==> src/rtl/csr_pkg.sv <==
// Shared CSR definitions for the write-back commit sequencer and the IDU CSR file.
package csr_pkg;

  typedef enum logic [2:0] {
    OP_NONE  = 3'd0,
    OP_CSRRW = 3'd1,
    OP_CSRRS = 3'd2,
    OP_CSRRC = 3'd3,
    OP_ECALL = 3'd4,
    OP_MRET  = 3'd5
  } csr_op_t;

  localparam logic [2:0] MSTATUS   = 3'd0;
  localparam logic [2:0] MTVEC     = 3'd1;
  localparam logic [2:0] MEPC      = 3'd2;
  localparam logic [2:0] MCAUSE    = 3'd3;
  localparam logic [2:0] MVENDORID = 3'd4;
  localparam logic [2:0] MARCHID   = 3'd5;

  typedef enum logic [2:0] {
    ST_IDLE  = 3'd0,
    ST_WRITE = 3'd1,
    ST_EPC   = 3'd2,
    ST_CAUSE = 3'd3,
    ST_REDIR = 3'd4
  } commit_state_t;

  // Indices from mvendorid upward are read-only or unimplemented.
  function automatic logic csr_is_writable(input logic [2:0] idx);
    return idx < MVENDORID;
  endfunction

endpackage

==> src/rtl/wbu_csr_alu.sv <==
// Combinational read-modify-write result for csrrw/csrrs/csrrc.
module wbu_csr_alu
  import csr_pkg::*;
(
  input  logic [2:0]  op,
  input  logic [31:0] old,
  input  logic [31:0] src,
  output logic [31:0] new_val,
  output logic        write_suppress
);

  always_comb begin
    new_val        = old;
    write_suppress = 1'b0;
    case (op)
      OP_CSRRW: new_val = src;
      OP_CSRRS: begin
        new_val        = old | src;
        write_suppress = (src == 32'd0);
      end
      OP_CSRRC: begin
        new_val        = old & ~src;
        write_suppress = (src == 32'd0);
      end
      default: begin
        new_val        = old;
        write_suppress = 1'b1;
      end
    endcase
  end

endmodule

==> src/rtl/wbu_csr_commit.sv <==
// Write-back CSR commit sequencer: CSR op writes, two-cycle ecall update, trap redirect.
module wbu_csr_commit
  import csr_pkg::*;
#(
  parameter logic [31:0] ECALL_CAUSE = 32'hb
) (
  input  logic        clk,
  input  logic        rst,
  input  logic        in_valid,
  output logic        in_ready,
  input  logic [2:0]  in_op,
  input  logic [2:0]  in_csr_rd,
  input  logic [31:0] in_csr_old,
  input  logic [31:0] in_src,
  input  logic [31:0] in_pc,
  input  logic [31:0] in_mtvec,
  input  logic [31:0] in_mepc,
  output logic        CSRWr,
  output logic [2:0]  WBU_csr_rd,
  output logic [31:0] csr_busW,
  output logic        redirect_valid,
  output logic [31:0] redirect_pc,
  output logic        busy
);

  commit_state_t state_q, state_d;
  logic [31:0]   mtvec_q, mtvec_d;
  logic          csr_wr_q, csr_wr_d;
  logic [2:0]    csr_rd_q, csr_rd_d;
  logic [31:0]   csr_bus_q, csr_bus_d;
  logic          redir_valid_q, redir_valid_d;
  logic [31:0]   redir_pc_q, redir_pc_d;
  logic          in_ready_q, in_ready_d;
  logic          busy_q, busy_d;

  logic [31:0]   alu_new;
  logic          alu_suppress;

  wbu_csr_alu u_alu (
    .op             (in_op),
    .old            (in_csr_old),
    .src            (in_src),
    .new_val        (alu_new),
    .write_suppress (alu_suppress)
  );

  // Outputs are computed for the state being entered, so every strobe comes from a flop.
  always_comb begin
    state_d       = state_q;
    mtvec_d       = mtvec_q;
    csr_wr_d      = 1'b0;
    csr_rd_d      = 3'd0;
    csr_bus_d     = 32'd0;
    redir_valid_d = 1'b0;
    redir_pc_d    = 32'd0;
    case (state_q)
      ST_IDLE: begin
        if (in_valid) begin
          mtvec_d = in_mtvec;
          case (csr_op_t'(in_op))
            OP_CSRRW, OP_CSRRS, OP_CSRRC: begin
              state_d   = ST_WRITE;
              csr_wr_d  = !alu_suppress && csr_is_writable(in_csr_rd);
              csr_rd_d  = in_csr_rd;
              csr_bus_d = alu_new;
            end
            OP_ECALL: begin
              state_d   = ST_EPC;
              csr_wr_d  = 1'b1;
              csr_rd_d  = MEPC;
              csr_bus_d = in_pc;
            end
            OP_MRET: begin
              state_d       = ST_REDIR;
              redir_valid_d = 1'b1;
              redir_pc_d    = in_mepc;
            end
            default: state_d = ST_IDLE;
          endcase
        end
      end
      ST_EPC: begin
        state_d   = ST_CAUSE;
        csr_wr_d  = 1'b1;
        csr_rd_d  = MCAUSE;
        csr_bus_d = ECALL_CAUSE;
      end
      ST_CAUSE: begin
        state_d       = ST_REDIR;
        redir_valid_d = 1'b1;
        redir_pc_d    = mtvec_q;
      end
      default: state_d = ST_IDLE;
    endcase
    in_ready_d = (state_d == ST_IDLE);
    busy_d     = (state_d != ST_IDLE);
  end

  always_ff @(posedge clk) begin
    if (rst) begin
      state_q       <= ST_IDLE;
      mtvec_q       <= 32'd0;
      csr_wr_q      <= 1'b0;
      csr_rd_q      <= 3'd0;
      csr_bus_q     <= 32'd0;
      redir_valid_q <= 1'b0;
      redir_pc_q    <= 32'd0;
      in_ready_q    <= 1'b1;
      busy_q        <= 1'b0;
    end else begin
      state_q       <= state_d;
      mtvec_q       <= mtvec_d;
      csr_wr_q      <= csr_wr_d;
      csr_rd_q      <= csr_rd_d;
      csr_bus_q     <= csr_bus_d;
      redir_valid_q <= redir_valid_d;
      redir_pc_q    <= redir_pc_d;
      in_ready_q    <= in_ready_d;
      busy_q        <= busy_d;
    end
  end

  assign in_ready       = in_ready_q;
  assign busy           = busy_q;
  assign CSRWr          = csr_wr_q;
  assign WBU_csr_rd     = csr_rd_q;
  assign csr_busW       = csr_bus_q;
  assign redirect_valid = redir_valid_q;
  assign redirect_pc    = redir_pc_q;

endmodule

==> config.mk <==
export PLATFORM = sky130hd
export DESIGN_NAME = wbu_csr_commit
export DESIGN_NICKNAME = d
export VERILOG_FILES = /design/src/rtl/csr_pkg.sv /design/src/rtl/wbu_csr_alu.sv /design/src/rtl/wbu_csr_commit.sv
export SDC_FILE = /design/constraint.sdc
export NUM_CORES = 1
export LEC_CHECK = 0
export ABC_AREA = 1
export ABC_CLOCK_PERIOD_IN_PS = 1500
export BUFFER_PORTS_ARGS = -buffer_cell sky130_fd_sc_hd__buf_4
export CAP_MARGIN = 25
export CELL_PAD_IN_SITES_DETAIL_PLACEMENT = 2
export CELL_PAD_IN_SITES_GLOBAL_PLACEMENT = 2
export CORE_ASPECT_RATIO = 1.4
export CORE_MARGIN = 2
export CORE_UTILIZATION = 23
export CTS_BUF_LIST = sky130_fd_sc_hd__clkbuf_16
export DETAILED_ROUTE_END_ITERATION = 8
export GPL_ROUTABILITY_DRIVEN = 1
export PLACE_DENSITY = 0.88
export SLEW_MARGIN = 20
export SYNTH_ARGS = -nofsm -noshare
export SYNTH_HDL_FRONTEND = slang
export SYNTH_HIERARCHICAL = 1
export SYNTH_SLANG_ARGS = --single-unit
export TNS_END_PERCENT = 100
==> constraint.sdc <==
create_clock -name clk -period 1.5 [get_ports clk]
set_input_delay 0.15 -clock clk [delete_from_list [all_inputs] [get_ports clk]]
set_output_delay 0.15 -clock clk [all_outputs]
set_load 0.02 [all_outputs]
# Word level (Yosys, flattened, before mapping)
# Index checks and enable logic that the tools add are counted.
# classes
order_cmp	1
eq_ne	7
mux	20
bitwise_logic	3
n_reduce_logical	9
# ops
operator	count
32-bit one-hot mux with 2 select lines	3
32-bit 2-to-1 mux	3
32-bit one-hot mux with 3 select lines	1
32-bit bitwise AND	1
32-bit logical NOT	1
32-bit inverter	1
32-bit bitwise OR	1
3-bit one-hot mux with 3 select lines	2
3-bit by 2-bit equality test with 1-bit output (second input constant)	4
3-bit one-hot mux with 2 select lines	2
1-bit one-hot mux with 2 select lines	4
3-bit equality test (second input constant)	2
3-bit logical NOT	2
3-bit 2-to-1 mux	2
3-bit by 1-bit equality test with 1-bit output (second input constant)	1
3-bit less-than comparator (second input constant)	1
1-bit 2-to-1 mux	3
3-bit nonzero test	1
3-bit OR reduction	1
2-bit AND reduction	1
2-bit OR reduction	1
1-bit logical AND	1
1-bit logical NOT	1
# totals
ff_bits	106
input_bits	169
out_inout_bits	71
word_cells	49

# Depth between registers and ports, before layout
# Gate-level depths: netlist of the first run.
# logic_depth
ltp_word	8
ltp_mapped	11
ltp_nobuf	10

# Hierarchy
# Netlist of the first run, hierarchy kept.
# by_module_without_submodules
mod	n_inst	cells_each	area_per_inst_um2	seq_area_each_um2
wbu_csr_commit	1	481	3836.2	2122.0
wbu_csr_alu	1	176	884.6	0.0

# Least setup slack after synthesis of the first run
# No wires, ideal clock.
# synth_timing
path_type	flip-flop to flip-flop
startpoint	reg state_q[2]
endpoint	reg csr_bus_q[17] (netlist: csr_busW[17])
setup_ns	0.066
t_arrival_ns	1.081
required_ns	1.434
slack_ns	0.353
path_stages_with_launch	8
path_buffers	2
synth_period_minus_slack_ns	1.147
cell_sequence	dfxtp_1 -> nor2_4 -> nand3_4 -> inv_2 -> nand2_1 -> buf_6 -> buf_6 -> a21oi_2
# synth_via
elab_chain_len	2
word_cells_on_any_way	3
cone_classes	1 x eq/ne; 1 x mux; 1 x reduce/logical
# synth_rtl
element	line_no	rtl
from (decl)	wbu_csr_commit.sv:26	commit_state_t state_q, state_d;
from (signal assigned)	wbu_csr_commit.sv:111	state_q <= state_d;
3-bit by 2-bit equality test with 1-bit output / 3-bit logical NOT (equally long branches)	wbu_csr_commit.sv:56	case (state_q)
32-bit one-hot mux with 2 select lines (*)	wbu_csr_commit.sv:56	
to (signal assigned)	wbu_csr_commit.sv:115	csr_bus_q <= csr_bus_d;
to (decl)	wbu_csr_commit.sv:30	logic [31:0] csr_bus_q, csr_bus_d;
# Every way passes the cells marked *; elsewhere a longest branch is shown, timed or not.
# A chain may end at the register's enable or synchronous reset.

# Worst setup path after layout of the first run
# layout_timing
startpoint	reg state_q[1]
endpoint	reg busy_q (netlist: busy)
# layout_via
elab_chain_len	3
word_cells_on_any_way	6
cone_classes	2 x eq/ne; 2 x mux; 2 x reduce/logical
# layout_rtl
element	line_no	rtl
3-bit by 2-bit equality test with 1-bit output, or another cell as far along	wbu_csr_commit.sv:56	
3-bit one-hot mux with 3 select lines (*)	wbu_csr_commit.sv:56	
3-bit nonzero test (*)	wbu_csr_commit.sv:96	busy_d = (state_d != ST_IDLE);
to (signal assigned)	wbu_csr_commit.sv:119	busy_q <= busy_d;
to (decl)	wbu_csr_commit.sv:34	logic busy_q, busy_d;
# Marks and branches as above.

==> results of run 1 <==
## cell type report
class,instances,area share [%]
clock buffer,9,3.15
clock inverter,7,1.24
inverter,30,1.61
multi-input combinational,481,31.1
sequential,106,29.7
tap,256,4.48
timing repair buffer,260,28.7
## routing by layer
metal | vias up | GRT usage [%] | part of all wire (%)
met5 | - | 0 | 0
met4 | 0 | 5.93 | 1.9
met3 | 18 | 5.12 | 6.3
met2 | 166 | 35.1 | 54
met1 | 2519 | 19.3 | 38
li1 | 2573 | - | -
## state kept, by name (all words and copies together) (netlist names), 3 cells and up
signal,flops
csr_busW,32
mtvec_q,32
redirect_pc,32
WBU_csr_rd,3
state_q,3
## how the worst max path moves through the flow
| stage | start | end | slack [ps] | cells after the start |
|---|---|---|---|---|
| after floorplan | state_q[2] | csr_busW[17] | 350 | 7 |
| after global placement | in_op[2] | csr_busW[1] | -40 | 11 |
| after detailed placement | in_op[2] | csr_busW[1] | -90 | 11 |
| after CTS | state_q[2] | busy | 90 | 6 |
| after global routing | state_q[1] | busy | 10 | 6 |
| final | state_q[1] | busy | 160 | 6 |
## kinds of logic (layout without fill, tap and decap cells)
logic type	count (synthesis)	count (layout)	share of synthesized area [%]
AO/OA/AOI/OAI	145	145	18.1
buffers and inverters	70	306	7.87
flip-flops	106	106	45.0
AND/OR/NAND/NOR	336	336	29.0
## metrics by stage
step | worst slack [ps] | utilization [%] | hold WS [ps] | cells | cell area (um^2)
floorplan | 353 | - | 291 | 657 | 4720
global placement | -42.5 | 33.6 | 401 | 1133 | 6840
detailed placement | -90.1 | 33.6 | 402 | 1133 | 6840
CTS | 91.7 | 35.2 | 15.0 | 1149 | 7150
global route | 10.7 | 35.2 | 23.0 | 1149 | 7150
finish | 160 | 35.2 | 29.7 | 1149 | 7150
## worst register-to-register path: cells and delay by family (launching register included)
family	cells	cell delay [ps]
AOI/OAI and AO/OA	1	220
buffers and inverters	2	330
DFF	1	350
and+or+nand+nor	3	320
## layout by cell type (no fill, tap or decap), drive strengths merged
cell type	n
nor3	1
nand2	261
nor2	28
buf	260
and3	1
nand3	45
o21ai	45
clkbuf	9
inv	34
clkinv	3
o21bai	1
a21oi	99
dfxtp	106
## where the power goes
part | switching (uW) | internal [uW] | total, uW
Combinational | 629 | 556 | 1190
Sequential | 48.7 | 2920 | 2970
Clock | 1320 | 1210 | 2530
==> flow_metrics.py, run 1 <==
metrics = {
    "outcome": {
        "run_status": "finished, final reports clean",
    },
    "synth": {
        "yosys.cell_count.top_type": "nand2_1",
        "synth_flop_cell": "dfxtp_1",
        "syn_inst": 657,
        "synth_seq_cells": 106,
        "synthesis.yosys.warnings": 6,
        "synth.cell_area_um2": 4720,
        "ys_async_sr_fraction_pct": 0,
        "yosys-top-cells-count": "nand2_1, dfxtp_1, a21oi_1",
        "synth_area_per_cell_um2": 7.19,
        "synth_top_area_share_pct": 45.0,
        "synthesis.nets": 826,
        "ys_types": 24,
        "synth_edf_count": 0,
        "synth_area_leader_cell": "dfxtp_1",
        "synth.yosys.seq_area_share_pct": 45.0,
        "post_synth_main_area_contributors": "dfxtp_1, nand2_1, a21oi_1",
    },
    "global_routing": {
        "number_of_antenna_violations_at_the_first_check_in_global_routing": 0,
        "grt_max_degree": 52,
        "first_pass_grt_wire_length_mm": 31.4,
        "gr-usage-all-layers_pct": 18.4,
        "grt_overflow": 0,
        "grt_pass1_vias": 5777,
    },
    "routing": {
        "route.vias.total": 5276,
        "detailedRoute.firstPassIterationCount": 4,
        "drtAntennaViolNets": 0,
        "post_drt_via_cell_ratio": 4.59,
        "number_of_drc_violations_after_detailed_routing": 0,
        "drt_iter0_drc": 127,
        "routed_len_inst_um": 17.5,
        "routed_wire_length_mm": 20.1,
    },
    "worst_setup_path": {
        "critPathMaxStageDelay_ps": 350,
        "timing.critical_path.max_delay_family": "flip-flops",
        "cp_cell_sequence": "inv_1 > nand3_4 > buf_4 > nor2_1 > o21ai_0 > nand3_1",
        "timing.critical_path.fanout_max": 15,
        "worstRegToRegCells": 6,
        "r2r-start": "state_q[1]",
        "end_kind": "flop",
        "cp.required_ps": 1740,
        "worst-r2r-setup-slack_ps": 160,
        "critPathKind": "flop to flop",
        "worst_r2r_endpoint": "busy",
        "cp.buffers_inverters": 2,
        "cp_slowest_cell": "dfxtp_1",
        "crit_path_start_kind": "flop",
        "worst-endpoint-arrival_ps": 1580,
    },
    "power": {
        "p_leak_uw": 0.00324,
        "post-layout-total-power_uw": 6680,
        "power-per-cell-area_nw_per_um2": 934,
        "max-vdd-ir-drop_mv": 0.504,
    },
    "timing": {
        "rsz0062_at_grt": "no",
        "post_route_setup_tns_ps": 0,
        "slew-limit-headroom_pct": 54.0,
        "fin_skew_ps": 10.4,
        "setup-violations-final": 0,
        "min_period_ps": 1340,
        "tightest_slew_ps": 690,
        "final-max-slew-violation-count": 0,
        "max_clock_freq_mhz": 746,
        "post-route-period-util_pct": 89.4,
        "final-hold-violation-count": 0,
    },
    "layout": {
        "drive_above_1_share_pct": 36.4,
        "syn2layout_area_growth_pct": 51.5,
        "count_of_nets_after_finishing": 1057,
        "area_taken_by_multi_input_logic_gates_um2": 2230,
        "final.fill_count": 2423,
        "regArea_um2": 2120,
        "insertedDiodeCount": 0,
    },
    "clocking": {
        "setup_repair_bufs_after_cts": 0,
        "clock_insertion_delay_worst_skew_ps": 370,
        "ctsResizeCount": 0,
        "clock_sinks": 106,
        "cts_tree": "yes",
        "clock_pin_slew_on_the_worst_setup_and_hold_paths_ps": 90,
        "ctsHtreeMaxLevel": 3,
        "clock_tree.root_cell": "clkbuf_16",
        "cts_buffers": 9,
        "post_cts_hold_buffer_count": 0,
        "clockBufferDepth": 2,
    },
    "floorplan": {
        "design.die.area_um2": 21700,
        "core-area_um2": 20300,
        "start_util_pct": 23.2,
        "floorplan.die.width_um": 125,
        "die_height_um": 174,
        "rows": 62,
        "i_o_pins": 240,
    },
    "placed_design": {
        "io_buffers": 239,
        "place_congestion": 0.805,
        "detailed_place_hpwl_mm": 15.6,
    },
    "worst_hold_path": {
        "min_delay_worst_endpoint": "redirect_pc[17]",
        "worst_min_delay_path_category": "input port to flop",
        "worst_hold_startpoint": "in_mepc[17]",
        "min_path_cells": 3,
    },
    "run": {
        "drv.max_cap_violation_count": 0,
    },
}
Power figures use the tool's default switching activity.
==> run 2, diff against run 1 <==
--- a/config.mk
+++ b/config.mk
@@ -9,15 +9,15 @@
 export ABC_CLOCK_PERIOD_IN_PS = 1500
 export BUFFER_PORTS_ARGS = -buffer_cell sky130_fd_sc_hd__buf_4
 export CAP_MARGIN = 25
-export CELL_PAD_IN_SITES_DETAIL_PLACEMENT = 2
-export CELL_PAD_IN_SITES_GLOBAL_PLACEMENT = 2
+export CELL_PAD_IN_SITES_DETAIL_PLACEMENT = 0
+export CELL_PAD_IN_SITES_GLOBAL_PLACEMENT = 1
 export CORE_ASPECT_RATIO = 1.4
 export CORE_MARGIN = 2
-export CORE_UTILIZATION = 23
+export CORE_UTILIZATION = 31
 export CTS_BUF_LIST = sky130_fd_sc_hd__clkbuf_16
 export DETAILED_ROUTE_END_ITERATION = 8
 export GPL_ROUTABILITY_DRIVEN = 1
-export PLACE_DENSITY = 0.88
+export PLACE_DENSITY = 0.89
 export SLEW_MARGIN = 20
 export SYNTH_ARGS = -nofsm -noshare
 export SYNTH_HDL_FRONTEND = slang
==> run 2 against run 1 <==
- critical path depth did not move
- setup slack got worse by 20 ps
- hold slack gained 20 ps
- global-route usage increased by 0.74 points
- final cell count is 5.2% lower
- sequential share of layout area is 0.30 points higher
- wire length shrank 23%
- cell area decreased by 1.1%
- sequential power is essentially flat
- combinational power decreased by 4%
- critical path type unchanged
==> flow_metrics.py, run 2 (synthesis gave the netlist of run 1 again) <==
metrics = {
    "worst_setup_path": {
        "critPathKind": "flop to flop",
        "worstRegToRegCells": 6,
        "end_kind": "flop",
        "worst-endpoint-arrival_ps": 1630,
        "critPathMaxStageDelay_ps": 360,
        "timing.critical_path.fanout_max": 11,
        "cp_cell_sequence": "nor2_4 > nand2_1 > nor2_4 > buf_4 > nand2_1 > a21oi_1",
        "cp.required_ps": 1770,
        "cp_slowest_cell": "dfxtp_1",
        "crit_path_start_kind": "flop",
    },
    "timing": {
        "min_period_ps": 1360,
        "final-hold-violation-count": 0,
        "tightest_slew_ps": 334,
        "slew-limit-headroom_pct": 77.5,
        "max_clock_freq_mhz": 735,
        "post-route-period-util_pct": 90.7,
        "final-max-slew-violation-count": 0,
        "setup-violations-final": 0,
        "fin_skew_ps": 9.40,
        "post_route_setup_tns_ps": 0,
        "rsz0062_at_grt": "no",
    },
    "placed_design": {
        "place_congestion": 0.788,
        "place.detailed.instances": 1073,
        "io_buffers": 239,
        "detailed_place_hpwl_mm": 12.0,
    },
    "global_routing": {
        "first_pass_grt_wire_length_mm": 24.6,
        "grt_max_degree": 71,
        "number_of_antenna_violations_at_the_first_check_in_global_routing": 0,
        "grt_pass1_vias": 5044,
        "gr-usage-all-layers_pct": 19.2,
        "grt_overflow": 0,
    },
    "layout": {
        "insertedDiodeCount": 0,
        "stdcell_count": 1089,
        "count_of_nets_after_finishing": 1061,
        "drive_above_1_share_pct": 36.6,
        "final_common_cell": "nand2_1",
        "syn2layout_area_growth_pct": 49.9,
        "layout.core_utilization_pct": 47.2,
        "layout_common_cells": "nand2_1, buf_4, dfxtp_1",
        "final.fill_count": 1550,
    },
    "floorplan": {
        "core-area_um2": 15000,
        "die_height_um": 150,
        "rows": 53,
        "design.die.area_um2": 16200,
        "floorplan.die.width_um": 108,
        "start_util_pct": 31.5,
        "i_o_pins": 240,
    },
    "routing": {
        "number_of_drc_violations_after_detailed_routing": 0,
        "routed_wire_length_mm": 15.6,
        "drt_iter0_drc": 194,
        "drtAntennaViolNets": 0,
        "routed_len_inst_um": 14.3,
        "post_drt_via_cell_ratio": 4.66,
        "detailedRoute.firstPassIterationCount": 6,
        "route.vias.total": 5070,
    },
    "clocking": {
        "clock_tree.root_cell": "clkbuf_16",
        "clock_pin_slew_on_the_worst_setup_and_hold_paths_ps": 80,
        "ctsHtreeMaxLevel": 3,
        "cts_buffers": 9,
        "clock_insertion_delay_worst_skew_ps": 350,
        "ctsResizeCount": 0,
        "clockBufferDepth": 2,
        "post_cts_hold_buffer_count": 0,
        "clock_sinks": 106,
        "setup_repair_bufs_after_cts": 0,
        "cts_tree": "yes",
    },
    "power": {
        "power-per-cell-area_nw_per_um2": 935,
        "max-vdd-ir-drop_mv": 0.665,
        "p_leak_uw": 0.00324,
    },
    "worst_hold_path": {
        "min_path_cells": 3,
        "worst_min_delay_path_category": "input port to flop",
    },
    "outcome": {
        "run_status": "finished, final reports clean",
    },
    "run": {
        "drv.max_cap_violation_count": 0,
    },
}
-- run 2: cell count changes in the layout (fill, tap and decap cells not counted), sizes merged --
cell,previous run,this run
buf,260,264
clkinv,3,1
inv,34,32
clkinvlp,0,3
bufinv,0,1
-- run 2: power breakdown --
group	leakage [uW]	internal, uW	switching (uW)
Clock	0.000143	1330	1180
Sequential	0.000863	2920	45.1
Combinational	0.00224	563	582
Total	0.00324	4810	1810
-- run 2: through the flow --
step                total power [uW]  area [um^2]  hold WS (ps)  worst slack, ps
floorplan                       3590         4720           291              353
global route                    6940         7080          43.7            0.289
global placement                4170         6760           401             98.6
detailed placement              4180         6760           408              120
CTS                             6700         7080          37.6             99.2
finish                          6620         7080          49.7              140
-- run 2: path summary, 6_finish.rpt --
kind	from	endpoint	slack, ps
hold / removal	in_mepc[18]	redirect_pc[18]	50
setup / recovery	state_q[2]	redirect_pc[27]	140
hold reg to reg	mtvec_q[26]	redirect_pc[26]	470
setup reg to reg	state_q[2]	redirect_pc[27]	140
-- run 2: layer usage --
layer	wire (um)	vias up	part of all wire, %	global-route usage (%)
met1	5890	2254	38	20.8
met2	7590	209	49	34.1
met3	1680	24	11	6.66
li1	-	2583	-	-
met4	401	0	2.6	6.92
met5	0	-	0	0
-- run 2: critical path: cells and delay by family, from the launching register on --
family                 cells  cell delay, ps
and+or+nand+nor            4             550
DFF                        1             360
buffers and inverters      1             230
AOI/OAI and AO/OA          1             150
-- run 2: final cells by class --
| cell class | instances | area, um^2 | area share, % |
|---|---|---|---|
| Multi-Input combinational cell | 481 | 2230 | 31.5 |
| Sequential cell | 106 | 2120 | 30.0 |
| Timing Repair Buffer | 264 | 2060 | 29.1 |
| Tap cell | 192 | 240 | 3.40 |
| Clock buffer | 9 | 225 | 3.18 |
| Inverter | 30 | 115 | 1.63 |
| Clock inverter | 7 | 88.8 | 1.26 |
==> run 3, diff against run 2 <==
--- a/config.mk
+++ b/config.mk
@@ -5,7 +5,6 @@
 export SDC_FILE = /design/constraint.sdc
 export NUM_CORES = 1
 export LEC_CHECK = 0
-export ABC_AREA = 1
 export ABC_CLOCK_PERIOD_IN_PS = 1500
 export BUFFER_PORTS_ARGS = -buffer_cell sky130_fd_sc_hd__buf_4
 export CAP_MARGIN = 25
@@ -13,8 +12,7 @@
 export CELL_PAD_IN_SITES_GLOBAL_PLACEMENT = 1
 export CORE_ASPECT_RATIO = 1.4
 export CORE_MARGIN = 2
-export CORE_UTILIZATION = 31
-export CTS_BUF_LIST = sky130_fd_sc_hd__clkbuf_16
+export CORE_UTILIZATION = 32
 export DETAILED_ROUTE_END_ITERATION = 8
 export GPL_ROUTABILITY_DRIVEN = 1
 export PLACE_DENSITY = 0.89
==> run 3 against run 2 <==
- the run now ends with setup timing left
- critical path depth fell by 1
- power fell by 0.55%
- global-route usage rose by 0.42 points
- fmax fell by 9.9%
- critical path type unchanged
- combinational power rose by 16%
- cell area rose by 4.9%
==> flow_metrics.py, run 3 <==
metrics = {
    "outcome": {
        "run_status": "finished with violations",
        "violations": "setup timing",
    },
    "synth": {
        "ys_types": 32,
        "post_synth_main_area_contributors": "dfxtp_1, a22oi_1, mux2_2",
        "syn_inst": 525,
        "synth_adder_area_share_pct": 0,
        "synth_area_leader_cell": "dfxtp_1",
        "synth.cell_area_um2": 4600,
        "synth_area_in_xor_xnor_pct": 0.190,
        "synth_flop_cell": "dfxtp_1",
        "synthesis.yosys.warnings": 6,
        "synth.yosys.seq_area_share_pct": 46.1,
        "synth_seq_cells": 106,
        "synth_compound_area_share_pct": 22.6,
        "synth_top_area_share_pct": 46.1,
        "synthesis.nets": 694,
        "synth_edf_count": 0,
        "synth-simple-area-share_pct": 16.0,
        "ys_async_sr_fraction_pct": 0,
        "synth_area_per_cell_um2": 8.76,
        "yosys-top-cells-count": "dfxtp_1, nand2_1, nor2_1",
        "synthMuxAreaShare_pct": 7.83,
        "yosys.cell_count.top_type": "dfxtp_1",
        "synth_top_family_by_area": "compound AO/OA/AOI/OAI gates",
    },
    "placed_design": {
        "dpl_cell_area_um2": 6910,
        "io_buffers": 239,
        "detailed_place_hpwl_mm": 12.1,
        "place_congestion": 0.811,
        "place_ws_ps": -340,
    },
    "layout": {
        "final.fill_count": 1283,
        "stdcell_area_um2": 7420,
        "regArea_um2": 2120,
        "count_of_nets_after_finishing": 951,
        "final_common_cell": "buf_4",
        "layout_common_cells": "buf_4, dfxtp_1, nand2_1",
        "area_taken_by_multi_input_logic_gates_um2": 2290,
        "layout.core_utilization_pct": 53.1,
        "syn2layout_area_growth_pct": 61.3,
        "drive_above_1_share_pct": 47.5,
        "insertedDiodeCount": 0,
    },
    "clocking": {
        "clock_pin_slew_on_the_worst_setup_and_hold_paths_ps": 80,
        "clockBufferDepth": 2,
        "cts_tree": "yes",
        "ctsHtreeMaxLevel": 3,
        "cts_buffers": 9,
        "clock_sinks": 106,
        "post_cts_hold_buffer_count": 0,
        "clock_tree.root_cell": "clkbuf_16",
        "clock_insertion_delay_worst_skew_ps": 340,
    },
    "global_routing": {
        "grt_use_met2_pct": 34.9,
        "met1_usage_pct": 21.9,
        "grt_pass1_vias": 4936,
        "grt_max_degree": 35,
        "grt_busiest_layer": "met2",
        "grtUsageMet3_pct": 5.51,
        "first_pass_grt_wire_length_mm": 24.3,
        "grt_overflow": 0,
        "gr-usage-all-layers_pct": 19.6,
        "number_of_antenna_violations_at_the_first_check_in_global_routing": 0,
    },
    "worst_setup_path": {
        "cp_cell_sequence": "nor4b_4 > and4b_4 > clkbuf_16 > a22oi_2 > nor2_1",
        "worst-endpoint-arrival_ps": 1790,
        "timing.critical_path.fanout_max": 6,
        "critical_path.startpoint": "state_q[2]",
        "r2r-start": "state_q[2]",
        "timing.critical_path.max_delay_family": "simple AND/OR/NAND/NOR gates",
        "critPathMaxStageDelay_ps": 400,
        "cp.required_ps": 1780,
        "cp.buffers_inverters": 1,
        "critPathKind": "flop to flop",
        "cp_slowest_cell": "and4b_4",
        "end_kind": "flop",
        "crit_path_start_kind": "flop",
    },
    "floorplan": {
        "design.die.area_um2": 15400,
        "start_util_pct": 32.9,
        "rows": 51,
        "floorplan.die.width_um": 105,
        "die_height_um": 146,
        "core-area_um2": 14000,
        "i_o_pins": 240,
    },
    "routing": {
        "post_drt_via_cell_ratio": 5.14,
        "drt_iter0_drc": 322,
        "route.vias.total": 4997,
        "drtAntennaViolNets": 0,
        "routed_len_inst_um": 16.8,
        "number_of_drc_violations_after_detailed_routing": 0,
        "routed_wire_length_mm": 16.3,
        "detailedRoute.firstPassIterationCount": 6,
    },
    "timing": {
        "setup-violations-final": 4,
        "max_clock_freq_mhz": 663,
        "min_period_ps": 1510,
        "final-max-slew-violation-count": 0,
        "tightest_slew_ps": 767,
        "final-hold-violation-count": 0,
        "fin_skew_ps": 8.46,
        "slew-limit-headroom_pct": 48.7,
        "post-route-period-util_pct": 101,
        "rsz0062_at_grt": "yes",
        "setup_ws_ps": -9.15,
    },
    "run": {
        "drv.max_cap_violation_count": 0,
    },
    "worst_hold_path": {
        "worst_min_delay_path_category": "input port to flop",
        "worst_hold_startpoint": "in_mtvec[30]",
    },
    "power": {
        "p_leak_uw": 0.00331,
        "max-vdd-ir-drop_mv": 0.447,
        "power-per-cell-area_nw_per_um2": 887,
    },
}
run 3: cell count changes after synthesis, moves of 16 or more:
cell and delta:
nand3_1 -41, nand2_1 -188, mux2_2 +32, a222oi_1 +32, nor2_1 +47, o21ai_1 -16, a21oi_1 -51, a22oi_1 +62
o21ai_2 -24
run 3: kinds of logic (layout without fill, tap and decap cells):
kind of cell           Yosys count  count (layout)
AO/OA/AOI/OAI                  140             140
AND/OR/NAND/NOR                168             168
multiplexers                    32              32
buffers and inverters           78             340
flip-flops                     106             106
XOR/XNOR                         1               1
run 3: stage by stage:
step / hold slack (ps) / total power (uW) / setup TNS (ps) / cells
after floorplan: 286 / 3600 / 0 / 525
after global placement: 399 / 4290 / -1590 / 951
after detailed placement: 407 / 4320 / -3100 / 951
after CTS: 39.2 / 6610 / 0 / 967
after global routing: 45.9 / 6910 / -1740 / 972
final: 52.0 / 6580 / -22.7 / 972
run 3: worst paths after layout:
path,to,slack [ps],depth (start not counted)
worst min register to register,mtvec_q[10],460,2
worst max register to register,redirect_pc[5],-9,5
worst max-delay path,redirect_pc[5],-9,5
worst min-delay path,mtvec_q[30],50,3
run 3: repair_timing:
item                       in CTS  in global routing
gates resized for setup         1                 27
pin swaps                       0                 42
setup buffers                   0                  1
gates cloned                    0                  4
setup endpoints to repair       1                 30
run 3: worst min-delay path, stage by stage:
cell and delay [ps]:
buf_4 110, nand2_1 50, a21oi_1 50
run 3: layer usage:
metal	vias up	wire, um
li1	2397	-
met1	2313	6120
met2	258	8390
met3	29	1340
met4	0	488
met5	-	0
run 3: layout make-up:
class                      count  share of cell area (%)
sequential                   106                    28.6
multi-input combinational    341                    30.8
inverter                      32                    1.62
clock buffer                  10                    3.09
clock inverter                 6                   0.776
tap                          185                    3.12
timing repair buffer         292                    32.0
run 3: power by group:
part / internal (uW) / leakage (uW) / total (uW) / switching (uW)
clock: 1170 / 0.000141 / 2280 / 1120
combinational: 707 / 0.00230 / 1320 / 617
sequential: 2920 / 0.000863 / 2970 / 51.4
total: 4800 / 0.00331 / 6580 / 1780
